### src/rtl/window_stream_arbiter.sv
// Round-robin packet arbiter merging N_PORTS beat streams into one, holding each grant for a whole window.
// Optional stream_last output is enabled by defining WINDOW_ARB_LAST_EN.
module window_stream_arbiter #(
  parameter int N_PORTS          = 4,
  parameter int BUS_WIDTH        = 128,
  parameter int BEATS_PER_WINDOW = 10
) (
  input  logic                                          clk,
  input  logic                                          rst,
  input  logic [N_PORTS-1:0]                            in_valid,
  output logic [N_PORTS-1:0]                            in_ready,
  input  logic [N_PORTS*BUS_WIDTH-1:0]                  in_stream,
  output logic                                          out_valid,
  input  logic                                          out_ready,
  output logic [BUS_WIDTH-1:0]                          out_stream,
  output logic [(N_PORTS > 1 ? $clog2(N_PORTS) : 1)-1:0] grant_port,
  output logic                                          busy
`ifdef WINDOW_ARB_LAST_EN
  ,
  output logic                                          stream_last
`endif
);

  localparam int GW = (N_PORTS > 1) ? $clog2(N_PORTS) : 1;
  localparam int CW = (BEATS_PER_WINDOW > 1) ? $clog2(BEATS_PER_WINDOW) : 1;

  typedef enum logic {
    IDLE,
    LOCK
  } state_t;

  state_t          state_q, state_d;
  logic [GW-1:0]   grant_q, grant_d;
  logic [GW-1:0]   rr_ptr_q, rr_ptr_d;
  logic [CW-1:0]   beat_cnt_q, beat_cnt_d;

  logic [GW-1:0]   ptr_after_grant;
  logic [GW-1:0]   search_base;
  logic [GW-1:0]   search_pick;
  logic            search_found;
  logic            last_beat;
  logic            handshake;

  assign ptr_after_grant = (grant_q == GW'(N_PORTS - 1)) ? '0 : grant_q + GW'(1);
  assign last_beat       = (beat_cnt_q == CW'(BEATS_PER_WINDOW - 1));

  // At a packet boundary the search starts just past the finishing port, so it is only regranted when alone.
  always_comb begin
    search_found = 1'b0;
    search_pick  = '0;
    search_base  = (state_q == LOCK) ? ptr_after_grant : rr_ptr_q;
    for (int i = 0; i < N_PORTS; i++) begin
      if (!search_found && in_valid[i] && (GW'(i) >= search_base)) begin
        search_found = 1'b1;
        search_pick  = GW'(i);
      end
    end
    for (int i = 0; i < N_PORTS; i++) begin
      if (!search_found && in_valid[i]) begin
        search_found = 1'b1;
        search_pick  = GW'(i);
      end
    end
  end

  always_comb begin
    state_d    = state_q;
    grant_d    = grant_q;
    rr_ptr_d   = rr_ptr_q;
    beat_cnt_d = beat_cnt_q;
    out_valid  = 1'b0;
    in_ready   = '0;
    out_stream = '0;
    handshake  = 1'b0;
    case (state_q)
      IDLE: begin
        if (search_found) begin
          state_d = LOCK;
          grant_d = search_pick;
        end
      end
      LOCK: begin
        out_valid          = in_valid[grant_q];
        in_ready[grant_q]  = out_ready;
        out_stream         = in_stream[int'(grant_q)*BUS_WIDTH +: BUS_WIDTH];
        handshake          = out_valid && out_ready;
        if (handshake) begin
          if (last_beat) begin
            beat_cnt_d = '0;
            rr_ptr_d   = ptr_after_grant;
            if (search_found) begin
              grant_d = search_pick;
            end else begin
              state_d = IDLE;
            end
          end else begin
            beat_cnt_d = beat_cnt_q + CW'(1);
          end
        end
      end
      default: state_d = IDLE;
    endcase
  end

  always_ff @(posedge clk) begin
    if (!rst) begin
      state_q    <= IDLE;
      grant_q    <= '0;
      rr_ptr_q   <= '0;
      beat_cnt_q <= '0;
    end else begin
      state_q    <= state_d;
      grant_q    <= grant_d;
      rr_ptr_q   <= rr_ptr_d;
      beat_cnt_q <= beat_cnt_d;
    end
  end

  assign grant_port = grant_q;
  assign busy       = (state_q == LOCK);

`ifdef WINDOW_ARB_LAST_EN
  assign stream_last = (state_q == LOCK) && out_valid && last_beat;
`endif

endmodule

### config.mk
export PLATFORM = sky130hd
export DESIGN_NAME = window_stream_arbiter
export DESIGN_NICKNAME = d
export VERILOG_FILES = /design/src/rtl/window_stream_arbiter.sv
export SDC_FILE = /design/constraint.sdc
export NUM_CORES = 1
export LEC_CHECK = 0
export CELL_PAD_IN_SITES_DETAIL_PLACEMENT = 1
export CELL_PAD_IN_SITES_GLOBAL_PLACEMENT = 1
export CORE_AREA = 3 3 251 253
export DETAILED_ROUTE_END_ITERATION = 12
export DIE_AREA = 0 0 254 256
export GPL_TIMING_DRIVEN = 0
export PLACE_DENSITY_LB_ADDON = 0.1
export SLEW_MARGIN = 20
export SYNTH_ARGS = -nofsm -noshare
export SYNTH_HDL_FRONTEND = slang
export SYNTH_SLANG_ARGS = --single-unit
### constraint.sdc
create_clock -name clk -period 3.9 [get_ports clk]
set_clock_uncertainty 0.15 [all_clocks]
set_input_delay 1.17 -clock clk [delete_from_list [all_inputs] [get_ports clk]]
set_output_delay 1.17 -clock clk [all_outputs]
set_load 0.01 [all_outputs]
==> run summary <==
max-slew violation count: 0
Cell Pwr Density: 144 mW/mm^2
Placement Setup Slack: -633 ps
arrival time at the worst endpoint: 2550 ps
layout cells sized above 1: 16.6%
Pleak: 4.96 nW
DR pass1 iterations: 4
Synth area leaders: mux4_2, and2_1, dfxtp_1, clkbuf_1, buf_2
first-pass GRT wire length: 52600 um
area delta synth->final: 171%
initial antenna violation count: 13
Cell Rows: 91
root buf cell: clkbuf_16
Fin. Hold Viols: 0
ys async rst share: 0%
WHS Endpoint: rr_ptr_q[0]$_SDFFE_PN0P_
Seq pwr share: 5.8%
Post-Place Cell Area: 0.0120 mm^2
die height: 256 um
CTS clock-pin slew for the worst setup and hold paths: 40 ps
largest net degree at the start of global routing: 11
cts-stage hold buffer count: 0
die footprint: 0.0650 mm^2
final worst slack: 29.4 ps
CTS tree: yes
Int Power: 1.21 mW
maximum VDD drop: 122 uV
Comb power frac: 83.7%
DRC Markers: 0
Clock Power Share: 10.5%
Pwr Total: 1.76 mW
clk buf depth: 2
syn avg cell area: 12.0 um^2
min-delay src: rr_ptr_q[0]$_SDFFE_PN0P_
final setup fails: 0
# clock sinks: 9
Placed Instances: 1819
R2R Path Start: grant_port[0]$_SDFFE_PN0P_
ys flop type: dfxtp_1
post-synthesis sequential area ratio: 3.99%
Hold Path Class: register to register
Syn Std Cell Area: 0.00451 mm^2
Placer Congestion: 0.776
Syn Nets: 898
clk_lat worst skew: 230 ps
IO Port Bufs: 654
largest area contributor in the netlist: mux4_2
Synth top area share: 64.4%
Tcrit/Tclk final: 99.2%
Yosys cell types: 35
Final Critical Period: 3870 ps
wire length per cell: 21.2 um
R2R cell count: 8
unrepaired setup endpoints after global routing: no
Max-Cap Viols: 0
IO Pins: 655
most frequent cells in the layout: clkdlybuf4s50_1, mux4_2, and2_1
via count: 6260
fillcell total: 7018
Max Clk Rate: 258 MHz
Finished Layout Cells: 1829
outcome: finished clean
Setup CP Type: input port to primary output
NumNets Final: 1558
WL final: 38800 um
R2R Setup Slk: 1270 ps
CP max FO: 1
vias in the first global route: 7001
required time worst endpoint: 2580 ps
Synth Warn #: 0
Vias/cell: 3.42
instance count of the mapped netlist: 375
Seq cells post-synth: 9
CP endpoint kind: primary output
depth of the worst hold-timing path: 2
GRT Total Usage: 11.1%
die width: 254 um
DPL Wire Length: 34500 um
most common cell after layout, fill and taps aside: clkdlybuf4s50_1
Core Area: 0.0613 mm^2
reg2reg end: grant_port[0]$_SDFFE_PN0P_
switching power: 547 uW
global route total overflow: 0
Worst setup SP type: input port
Least-Margin Pin Slew: 725 ps
Routed Antenna Nets: 0
htree depth: 1
DR iter-0 viols: 126
relative slew slack: 51.6%
number of synthesized flops with an enable pin: 0
Initial Util: 7.37%
post-route cell area: 0.0122 mm^2
cts bufs inserted: 3
Sw Share: 31.1%
-- worst max-delay path: stages --
cell             delay (ps)
clkdlybuf4s50_1         400
mux4_2                  470
and2_1                  220
dlygate4sd2_1           300
-- power by group through the flow --
stage          registers, mW  clock network [mW]  logic [mW]
4_1_cts                0.103               0.188        1.52
2_1_floorplan          0.103                   0       0.611
3_5_place_dp           0.104                   0        1.57
5_1_grt                0.103               0.195        1.59
6_report               0.102               0.184        1.47
3_3_place_gp           0.104                   0        1.58
-- synthesized netlist by cell type, types with 4 or more instances --
cell type / instances
inv_1: 6
mux2i_1: 4
nand3_1: 6
clkbuf_1: 24
mux4_2: 129
and2_1: 129
nand2_1: 5
and3_1: 6
ha_1: 4
dfxtp_1: 9
nor2_1: 6
buf_2: 16
-- area by class of cell --
class / count / area [um^2] / area share [%]
Buffer: 45 / 278 / 2.27
Multi-Input combinational cell: 315 / 4110 / 33.6
Clock buffer: 4 / 78.8 / 0.645
Sequential cell: 9 / 180 / 1.47
Inverter: 6 / 22.5 / 0.184
Timing Repair Buffer: 655 / 6550 / 53.6
Tap cell: 790 / 988 / 8.09
Antenna cell: 5 / 12.5 / 0.102
-- kinds of logic (layout without fill, tap and decap cells) --
kind of cell             after synthesis  count (layout)  share of synthesized area [%]
multiplexers                         135             135                           65.8
buffers and inverters                 51             710                           4.85
AND/OR/NAND/NOR                      160             160                           21.6
XOR/XNOR                               2               2                          0.388
other                                  0               5                              0
flip-flops                             9               9                           3.99
adder cells (fa/ha/maj)                4               4                           1.11
AO/OA/AOI/OAI                         14              14                           2.25
-- repair_timing --
item | 4_1_cts | 5_1_grt
setup endpoints to repair | 133 | 49
endpoints found under the hold margin | 0 | 0
gates resized for setup | 124 | 56
pin swaps | 0 | 0
buffers inserted | 1 | 0
-- per-stage QoR --
step | util, % | hold slack, ps | TNS (ps)
finish | 20.0 | 330 | 0
CTS | 19.7 | 332 | -6930
detailed placement | 19.7 | 328 | -54500
global route | 19.9 | 357 | 0
global placement | 19.7 | 307 | -51870
floorplan | - | 292 | 0
-- sequential cells by signal, indices dropped and copies added (netlist names) --
register    flops
busy            1
grant_port      2
rr_ptr_q        2
beat_cnt_q      4
-- routing by layer --
metal	GRT usage [%]	wire length (um)	share of wire (%)	vias up
li1	-	-	-	2847
met1	10.8	12700	33	3044
met2	22.9	21900	56	339
met3	4.07	4000	10	18
met4	0.669	170	0.44	12
met5	0	76	0.20	-
-- worst max path at each step --
stage	slack, ps	cells after the start	startpoint	end
2_1_floorplan	690	2	in_valid[3]	out_valid
3_3_place_gp	-660	5	grant_port[1]$_SDFFE_PN0P_	out_stream[99]
3_5_place_dp	-630	5	grant_port[1]$_SDFFE_PN0P_	out_stream[30]
4_1_cts	-180	6	grant_port[0]$_SDFFE_PN0P_	out_stream[82]
5_1_grt	1	4	in_stream[286]	out_stream[30]
6_report	30	4	in_stream[414]	out_stream[30]
(Power assumes the default switching activity.)
